### config.mk
export PLATFORM = sky130hd
export DESIGN_NAME = uart_flat
export DESIGN_NICKNAME = d
export VERILOG_FILES = /design/src/rtl/uart_pkg.sv /design/src/rtl/uart_if.sv /design/src/rtl/uart_baud_gen.sv /design/src/rtl/uart.sv /design/src/flat_wrapper.sv
export SDC_FILE = /design/constraint.sdc
export NUM_CORES = 1
export LEC_CHECK = 0
export ABC_CLOCK_PERIOD_IN_PS = 5700
export CORE_MARGIN = 2
export CORE_UTILIZATION = 50
export DETAILED_ROUTE_END_ITERATION = 10
export GPL_TIMING_DRIVEN = 0
export PLACE_DENSITY = 0.71
export SLEW_MARGIN = 0
export SYNTH_ARGS = -nofsm -noshare
export SYNTH_HDL_FRONTEND = slang
export SYNTH_SLANG_ARGS = --single-unit
export TNS_END_PERCENT = 10
### constraint.sdc
create_clock -name clk -period 5.7 [get_ports clk]
set_input_delay 1.71 -clock clk [delete_from_list [all_inputs] [get_ports clk]]
set_output_delay 1.71 -clock clk [all_outputs]
set_load 0.05 [all_outputs]
### src/rtl/uart_pkg.sv
// Shared types and constants for the 8N1 UART: FSM state encodings, frame geometry, divider helper.
// Pure declarations; no timing or flow control lives here.
`timescale 1ns/1ps
package uart_pkg;

  localparam int OVERSAMPLE = 16;
  localparam int DATA_BITS  = 8;

  typedef enum logic [1:0] {
    TX_IDLE,
    TX_START,
    TX_DATA,
    TX_STOP
  } tx_state_t;

  typedef enum logic [1:0] {
    RX_START,
    RX_DATA,
    RX_STOP
  } rx_state_t;

  // Truncating clock divider, clamped so a too-fast rate still yields a usable tick.
  function automatic int calc_div(input int freq, input int rate);
    int d;
    d = freq / rate;
    return (d < 1) ? 1 : d;
  endfunction

endpackage

### src/rtl/uart_if.sv
// Byte-side and pin-side signal bundle of the UART; slave is the UART, master is the host/pins.
// Plain wires, no flow control beyond wr_en/tx_busy and rdy/rdy_clr.
`timescale 1ns/1ps
interface uart_if;

  logic [7:0] din;
  logic       wr_en;
  logic       tx;
  logic       tx_busy;
  logic       rx;
  logic       rdy;
  logic       rdy_clr;
  logic [7:0] dout;

  modport master (
    output din, wr_en, rx, rdy_clr,
    input  tx, tx_busy, rdy, dout
  );

  modport slave (
    input  din, wr_en, rx, rdy_clr,
    output tx, tx_busy, rdy, dout
  );

endinterface

### src/rtl/uart_baud_gen.sv
// Baud tick source: one-clock tx_tick every tx_div clocks (restartable via tx_clr) and a free-running rx_tick every rx_div clocks.
// Ticks are registered-count decodes; no backpressure.
`timescale 1ns/1ps
module uart_baud_gen #(
  parameter int tx_div = 434,
  parameter int rx_div = 27
) (
  input  logic clk,
  input  logic reset,
  input  logic tx_clr,
  output logic tx_tick,
  output logic rx_tick
);

  localparam int TX_W = (tx_div > 1) ? $clog2(tx_div) : 1;
  localparam int RX_W = (rx_div > 1) ? $clog2(rx_div) : 1;
  localparam logic [TX_W-1:0] TX_LAST = TX_W'(tx_div - 1);
  localparam logic [RX_W-1:0] RX_LAST = RX_W'(rx_div - 1);

  logic [TX_W-1:0] tx_cnt;
  logic [RX_W-1:0] rx_cnt;

  always_ff @(posedge clk or posedge reset) begin
    if (reset) begin
      tx_cnt <= '0;
    end else if (tx_clr || tx_cnt == TX_LAST) begin
      tx_cnt <= '0;
    end else begin
      tx_cnt <= tx_cnt + 1'b1;
    end
  end

  always_ff @(posedge clk or posedge reset) begin
    if (reset) begin
      rx_cnt <= '0;
    end else if (rx_cnt == RX_LAST) begin
      rx_cnt <= '0;
    end else begin
      rx_cnt <= rx_cnt + 1'b1;
    end
  end

  // Tick lands on the last count, so a bit started by tx_clr lasts exactly tx_div clocks.
  assign tx_tick = (tx_cnt == TX_LAST);
  assign rx_tick = (rx_cnt == RX_LAST);

endmodule

### src/rtl/uart.sv
// 8N1 UART top: TX frame starts the cycle after wr_en (ignored while tx_busy), RX sets sticky rdy at the stop-bit centre.
// UART_RX_SYNC_EN adds a 2-flop rx synchronizer (+2 clk latency); undefined samples rx directly.
`timescale 1ns/1ps
module uart
  import uart_pkg::*;
#(
  parameter int clk_freq  = 50_000_000,
  parameter int baud_rate = 115200
) (
  input  logic  clk,
  input  logic  reset,
  uart_if.slave bus
);

  localparam int TX_DIV = calc_div(clk_freq, baud_rate);
  localparam int RX_DIV = calc_div(clk_freq, baud_rate * OVERSAMPLE);
  localparam int CNT_W  = $clog2(OVERSAMPLE);
  localparam int IDX_W  = $clog2(DATA_BITS);
  localparam logic [CNT_W-1:0] MID_TICK  = CNT_W'(OVERSAMPLE / 2 - 1);
  localparam logic [CNT_W-1:0] LAST_TICK = CNT_W'(OVERSAMPLE - 1);
  localparam logic [IDX_W-1:0] LAST_BIT  = IDX_W'(DATA_BITS - 1);

  logic tx_tick;
  logic rx_tick;
  logic tx_clr;
  logic rx_s;

  uart_baud_gen #(
    .tx_div (TX_DIV),
    .rx_div (RX_DIV)
  ) u_baud (
    .clk     (clk),
    .reset   (reset),
    .tx_clr  (tx_clr),
    .tx_tick (tx_tick),
    .rx_tick (rx_tick)
  );

`ifdef UART_RX_SYNC_EN
  logic [1:0] rx_sync;

  always_ff @(posedge clk or posedge reset) begin
    if (reset) begin
      rx_sync <= 2'b11;
    end else begin
      rx_sync <= {rx_sync[0], bus.rx};
    end
  end

  assign rx_s = rx_sync[1];
`else
  assign rx_s = bus.rx;
`endif

  // ---------------- transmitter ----------------
  tx_state_t            tx_state, tx_state_n;
  logic [IDX_W-1:0]     tx_idx, tx_idx_n;
  logic [DATA_BITS-1:0] tx_data, tx_data_n;
  logic                 tx_q, tx_n;
  logic                 busy_q, busy_n;

  always_ff @(posedge clk or posedge reset) begin
    if (reset) begin
      tx_state <= TX_IDLE;
      tx_idx   <= '0;
      tx_data  <= '0;
      tx_q     <= 1'b1;
      busy_q   <= 1'b0;
    end else begin
      tx_state <= tx_state_n;
      tx_idx   <= tx_idx_n;
      tx_data  <= tx_data_n;
      tx_q     <= tx_n;
      busy_q   <= busy_n;
    end
  end

  always_comb begin
    tx_state_n = tx_state;
    tx_idx_n   = tx_idx;
    tx_data_n  = tx_data;
    tx_clr     = 1'b0;
    unique case (tx_state)
      TX_IDLE: begin
        if (bus.wr_en) begin
          tx_data_n  = bus.din;
          tx_clr     = 1'b1;
          tx_state_n = TX_START;
        end
      end
      TX_START: begin
        if (tx_tick) begin
          tx_idx_n   = '0;
          tx_state_n = TX_DATA;
        end
      end
      TX_DATA: begin
        if (tx_tick) begin
          if (tx_idx == LAST_BIT) begin
            tx_state_n = TX_STOP;
          end else begin
            tx_idx_n = tx_idx + 1'b1;
          end
        end
      end
      TX_STOP: begin
        if (tx_tick) begin
          tx_state_n = TX_IDLE;
        end
      end
      default: tx_state_n = TX_IDLE;
    endcase

    // Line level and busy are decoded from the next state so both are registered.
    unique case (tx_state_n)
      TX_START: tx_n = 1'b0;
      TX_DATA:  tx_n = tx_data_n[tx_idx_n];
      default:  tx_n = 1'b1;
    endcase
    busy_n = (tx_state_n != TX_IDLE);
  end

  assign bus.tx      = tx_q;
  assign bus.tx_busy = busy_q;

  // ---------------- receiver ----------------
  rx_state_t            rx_state, rx_state_n;
  logic [CNT_W-1:0]     rx_cnt, rx_cnt_n;
  logic [IDX_W-1:0]     rx_idx, rx_idx_n;
  logic [DATA_BITS-1:0] rx_shreg, rx_shreg_n;
  logic [DATA_BITS-1:0] dout_q, dout_n;
  logic                 rdy_q, rdy_n;
  logic                 rdy_set;

  always_ff @(posedge clk or posedge reset) begin
    if (reset) begin
      rx_state <= RX_START;
      rx_cnt   <= '0;
      rx_idx   <= '0;
      rx_shreg <= '0;
      dout_q   <= '0;
      rdy_q    <= 1'b0;
    end else begin
      rx_state <= rx_state_n;
      rx_cnt   <= rx_cnt_n;
      rx_idx   <= rx_idx_n;
      rx_shreg <= rx_shreg_n;
      dout_q   <= dout_n;
      rdy_q    <= rdy_n;
    end
  end

  always_comb begin
    rx_state_n = rx_state;
    rx_cnt_n   = rx_cnt;
    rx_idx_n   = rx_idx;
    rx_shreg_n = rx_shreg;
    dout_n     = dout_q;
    rdy_set    = 1'b0;
    if (rx_tick) begin
      unique case (rx_state)
        RX_START: begin
          // A low shorter than half a bit is treated as a glitch and restarts the count.
          if (!rx_s) begin
            if (rx_cnt == MID_TICK) begin
              rx_cnt_n   = '0;
              rx_idx_n   = '0;
              rx_state_n = RX_DATA;
            end else begin
              rx_cnt_n = rx_cnt + 1'b1;
            end
          end else begin
            rx_cnt_n = '0;
          end
        end
        RX_DATA: begin
          if (rx_cnt == LAST_TICK) begin
            rx_cnt_n   = '0;
            rx_shreg_n = {rx_s, rx_shreg[DATA_BITS-1:1]};
            if (rx_idx == LAST_BIT) begin
              rx_state_n = RX_STOP;
            end else begin
              rx_idx_n = rx_idx + 1'b1;
            end
          end else begin
            rx_cnt_n = rx_cnt + 1'b1;
          end
        end
        RX_STOP: begin
          if (rx_cnt == LAST_TICK) begin
            rx_cnt_n   = '0;
            rx_state_n = RX_START;
            if (rx_s) begin
              dout_n  = rx_shreg;
              rdy_set = 1'b1;
            end
          end else begin
            rx_cnt_n = rx_cnt + 1'b1;
          end
        end
        default: begin
          rx_cnt_n   = '0;
          rx_state_n = RX_START;
        end
      endcase
    end
    rdy_n = rdy_set | (rdy_q & ~bus.rdy_clr);
  end

  assign bus.rdy  = rdy_q;
  assign bus.dout = dout_q;

endmodule

### src/flat_wrapper.sv
// flat-port wrapper written by rule: the top's interface ports become plain ports
module uart_flat import uart_pkg::*;
#(
  parameter int clk_freq  = 50_000_000,
  parameter int baud_rate = 115200
)
  (clk, reset, bus_din, bus_wr_en, bus_rx, bus_rdy_clr, bus_tx, bus_tx_busy, bus_rdy, bus_dout);
  uart_if bus_i ();
  input  logic clk;
  input  logic reset;
  input wire logic [$bits(bus_i.din)-1:0] bus_din;
  input wire logic [$bits(bus_i.wr_en)-1:0] bus_wr_en;
  input wire logic [$bits(bus_i.rx)-1:0] bus_rx;
  input wire logic [$bits(bus_i.rdy_clr)-1:0] bus_rdy_clr;
  output wire logic [$bits(bus_i.tx)-1:0] bus_tx;
  output wire logic [$bits(bus_i.tx_busy)-1:0] bus_tx_busy;
  output wire logic [$bits(bus_i.rdy)-1:0] bus_rdy;
  output wire logic [$bits(bus_i.dout)-1:0] bus_dout;
  assign bus_i.din = bus_din;
  assign bus_i.wr_en = bus_wr_en;
  assign bus_i.rx = bus_rx;
  assign bus_i.rdy_clr = bus_rdy_clr;
  assign bus_tx = bus_i.tx;
  assign bus_tx_busy = bus_i.tx_busy;
  assign bus_rdy = bus_i.rdy;
  assign bus_dout = bus_i.dout;
  uart #(.clk_freq(clk_freq), .baud_rate(baud_rate)) u_core (.clk(clk), .reset(reset), .bus(bus_i));
endmodule
# After elaboration in Yosys (flattened, before gate mapping)
# Cells that the tools add are included.
# classes
addsub	5
multipliers	0
div	0
magnitude_cmp	1
n_eq_ne	19
shifts	0
muxes	38
bitwise	3
reduce_logical	10
# ops
op	n
$mux 3	7
$mux 2	10
$mux 8	2
$mux 4	3
$pmux 3 s2	2
$reduce_and 6->1	2
$add 9x1->9 const B	1
$eq 9x9->1 const B	1
$mux 9	1
$eq 2x2->1 const B	4
$ne 2x1->1 const B	4
$pmux 2 s4	1
$pmux 4 s2	1
$mux 1	7
$add 3x1->3 const B	2
$eq 2x1->1 const B	3
$eq 3x3->1 const B	2
$pmux 2 s3	1
$add 5x1->5 const B	1
$eq 5x5->1 const B	1
$mux 5	1
$add 4x1->4 const B	1
$eq 4x3->1 const B	1
$eq 4x4->1 const B	1
other kinds (13)	16
# word_totals
register_bits	55
latchBits	0
mem_bits_rw	0
romBits	0
input_bits	13
output_inout_bits	11
word_cells	89
mem_count	0

# Longest topological paths before layout
# depth
depth_word	7
mapped_depth	9
ltp_nobuf	9

# Cells and area by module
# A second synthesis with hierarchy kept.
# hier_totals
hier_cells	268
hier_area_um2	2886.5
# modules_own_cells
module	instances	cells_per_inst	area_each_um2	seq_area_each_um2
uart	1	198	2179.6	1027.2
uart_baud_gen	1	70	706.9	350.3

# Worst setup path before layout
# No wires, ideal clock.
# synth_path
path_kind	input-to-reg
from	in bus_wr_en
to	reg u_core.tx_q, in the netlist u_core.bus.tx
setup_time_ns	0.096
arrival_ns	2.904
t_required_ns	5.604
setup_slack_ns	2.700
stages	5
n_path_buf	0
cell_sequence	nand2_1 > mux2_2 > or3_1 > a41oi_1 > a41oi_1
# synth_via
elab_chain_len	5
word_cells_on_any_way	9
classes_between	eq/ne: 2; mux: 7
# synth_lines
element	line_no	source
from (decl)	flat_wrapper.sv:12	input wire logic [$bits(bus_i.wr_en)-1:0] bus_wr_en;
$mux 8	uart.sv:85	if (bus.wr_en) begin
$mux 8	uart.sv:83	unique case (tx_state)
net u_core.tx_data_n[0]	uart.sv:58	logic [DATA_BITS-1:0] tx_data, tx_data_n;
$bmux 1 s3	uart.sv:117	TX_DATA: tx_n = tx_data_n[tx_idx_n];
$mux 1 (not written as such)	uart.sv:117	
$pmux 1 s2	uart.sv:115	unique case (tx_state_n)
net u_core.tx_n	uart.sv:59	logic tx_q, tx_n;
to (signal assigned)	uart.sv:73	tx_q <= tx_n;
to (decl)	uart.sv:59	
# The timed path passes the listed nets, and every way through them passes these cells. The select of a mux whose other input is x is not followed.
# A chain may end at the register's enable or synchronous reset.

# Final worst setup path
# Ends and elaborated chain as after synthesis.

==> run_results.csv <==
group,metric,value,unit
global_route,grt_max_degree,44,
worst_setup_path,reg2reg_slack,3.33,ns
sta,min_period_over_period,59.3,%
min_path,hp-start,"u_core.bus.rdy$_DFF_PP0_",
logic_synthesis,synth-edff-count,0,
logic_synthesis,syn_nets,272,
global_route,grt-ovfl-total,0,
sta,final.setup.tns,0,ns
worst_setup_path,reg2regPathDepth,9,
clock_network,postCtsHoldBufs,0,
power,p_per_area,192,nW/µm²
power,netSwitchingFraction,20.8,%
logic_synthesis,syn_avg_cell_area,11.5,µm²
power,clock_power_share,33.2,%
worst_setup_path,required,5.92,ns
clock_network,numCtsBuffers,5,
power,p_int,0.487,mW
worst_setup_path,crit_arrival,3.60,ns
global_route,grt_pass1_wl,8290,µm
status,outcome,"complete, no violations",
clock_network,cts-resized-gates,0,
sta,timing.final.ws_setup,2.32,ns
sta,fin_crit,3.38,ns
clock_network,clock_path_buffers,2,
power,combPwrFrac,3.2,%
logic_synthesis,muxShareOfSynthArea,12.0,%
layout,utilization,58.8,%
floorplanning,fp.dieH,78.5,µm
route,totalWireLength,4730,µm
floorplanning,io_pins,24,
logic_synthesis,ys.flop_type,"dfrtp_1",
route,vias_per_cell,5.44,
route,wl_per_cell,13.7,µm
clock_network,tritoncts,"done",
sta,worst_slew_pin_slew,0.592,ns
worst_setup_path,path_max_fanout,9,
logic_synthesis,ys_warn_count,0,
place,port_buffers,23,
route,dr.pass1.iters,4,
global_route,grt_use_total,16.7,%
power,ir_drop,0.000179,V
worst_setup_path,worstReg2RegEnd,"u_core.bus.tx$_DFF_PP1_",
floorplanning,die_w,78.5,µm
sta,final_max_slew_viol_count,0,
logic_synthesis,synth_area,2780,µm²
worst_setup_path,critical_path_class,"input port to register",
logic_synthesis,syn_inst,242,
min_path,min_delay_path_depth,1,
clock_network,cts.sinks,55,
place,dp_hpwl,3480,µm
floorplanning,core-area,5440,µm²
sta,whs,0.487,ns
layout,fin_nets,303,
sta,setup_viol,0,
floorplanning,dieArea,6160,µm²
layout,area_growth,15.2,%
place,post-place-ws,1.96,ns
layout,drive_gt1_share,16.4,%
flow_run,max_cap_violations,0,
global_route,antenna_found_initial,0,
clock_network,clk_latency,0.30,ns
global_route,first_global_vias,1840,
layout,layout_common_cells,"dfrtp_1 (54), mux2_2 (26), clkdlybuf4s50_1 (23)",
power,seq_power_share,63.6,%
worst_setup_path,worstSetupStartpointType,"input port",
clock_network,clk_pin_slew,0.09,ns
route,vias,1882,
floorplanning,initial_core_util,51.0,%
route,drcViolationCount,0,
logic_synthesis,synth-seq-cells,55,
min_path,hp-class,"register to register",
logic_synthesis,synth_simple_gate_area_share,14.1,%
logic_synthesis,synthXorXnorAreaFrac,2.52,%
clock_network,htreeDepth,2,
sta,rsz0062_at_grt,"false",
worst_setup_path,worstSetupEndpointType,"register",
place,gp_congestion,0.797,
logic_synthesis,yosys.area_share.adder,7.66,%
clock_network,post_cts_buffers,0,
worst_setup_path,timing.rr.start,"u_core.u_baud.tx_cnt[1]$_DFF_PP0_",
logic_synthesis,synthDistinctLibCells,49,
clock_network,clockRootBuffer,"clkbuf_8",
floorplanning,fp-row-count,27,
logic_synthesis,synth.top_cell.area_share,48.7,%
logic_synthesis,yosysSeqAreaShare,49.6,%
route,drt_iter0_drc,62,
min_path,hold_end,"u_core.bus.rdy$_DFF_PP0_",
logic_synthesis,synthTopCellsByArea,"dfrtp_1 (49%), mux2_2 (11%), ha_1 (7.7%), nor2_1 (2.6%), nand2_1 (2.0%)",
logic_synthesis,async_flop_share,100,%
power,p_sw,0.128,mW
power,power.static_leakage,1.50,nW
layout,final_common_cell,"dfrtp_1",
layout,antenna_cells,0,
logic_synthesis,synth_area_leader_cell,"dfrtp_1",
sta,skew,0.00772,ns
sta,fmax,296,MHz
logic_synthesis,synth_top_family_by_area,"simple AND/OR/NAND/NOR gates",
route,drtAntennaViolNets,0,
sta,hold_viol_final,0,
logic_synthesis,synth_compound_area_share,11.7,%
sta,slew_headroom,60.3,%
-- worst max-delay path, cell delays in order --
cell             delay [ns]
clkdlybuf4s50_1        0.52
nand2_1                0.28
mux2_2                 0.34
nor3_1                 0.04
or4_1                  0.48
a41oi_1                0.23
-- flip-flops by register name (all words and copies together), names as in the netlist, 2 cells and up --
register,cells
u_core.rx_idx,3
u_core.u_baud.rx_cnt,5
u_core.bus.dout,8
u_core.tx_data,8
u_core.rx_state,2
u_core.rx_shreg,8
u_core.rx_cnt,4
u_core.tx_idx,3
u_core.tx_state,2
u_core.u_baud.tx_cnt,9
-- per-layer routing --
| layer | track usage [%] | routed length (µm) |
|---|---|---|
| met2 | 28.3 | 2330 |
| met3 | 3.22 | 87 |
| met1 | 22.3 | 2300 |
| met4 | 3.68 | 13 |
| met5 | 0 | 0 |
-- stage by stage --
stage | power [mW] | cell area, µm² | std cells
after floorplan | 0.406 | 2780 | 242
after CTS | 0.624 | 3200 | 346
after global routing | 0.645 | 3200 | 346
after global placement | 0.417 | 3100 | 337
final | 0.615 | 3200 | 346
after detailed placement | 0.419 | 3120 | 338
-- cell families after synthesis --
| logic type | Yosys count |
|---|---|
| simple gates | 68 |
| flops | 55 |
| compound gates | 46 |
| mux | 30 |
| buf+inv | 18 |
| fa+ha+maj | 17 |
| xor+xnor | 8 |
-- how the worst max path moves through the flow --
stage	end	startpoint	slack, ns	cells after the start
global placement	u_core.tx_data[2]$_DFF_PP0_	reset	1.68	2
finish	u_core.bus.tx$_DFF_PP1_	bus_wr_en	2.32	6
detailed placement	u_core.bus.tx$_DFF_PP1_	bus_wr_en	1.96	6
floorplan	u_core.bus.dout[0]$_DFFE_PP0P_	reset	2.65	1
CTS	u_core.bus.tx$_DFF_PP1_	bus_wr_en	2.28	6
global route	u_core.bus.tx$_DFF_PP1_	bus_wr_en	2.17	6
-- layout make-up --
class / instances / area, µm²
inverters: 15 / 56.3
flip-flops and latches: 55 / 1380
fillers: 461 / 2240
plain buffers: 3 / 11.3
clock buffers: 7 / 76.3
clock inverters: 1 / 5.00
repair buffers: 24 / 250
well taps: 72 / 90.1
multi-input cells: 169 / 1330
-- cells in the mapped netlist (all sizes together), types with 3 or more instances --
cell    count
dfrtp      54
mux2       26
nor2       19
ha         17
inv        15
nand2      15
o21ai      13
a21oi       8
a22o        6
nand3       6
xor2        6
mux2i       4
nand4       4
nor3        4
a21o        3
and4b       3
clkbuf      3
-- power by group through the flow --
stage                     Clock [mW]  Combinational, mW  Sequential (mW)
after floorplan                    0            0.00759            0.399
after detailed placement           0             0.0204            0.399
after CTS                      0.212             0.0205            0.391
after global routing           0.232             0.0222            0.391
after global placement             0             0.0185            0.399
final                          0.204             0.0196            0.391
(Power assumes the default switching activity.)
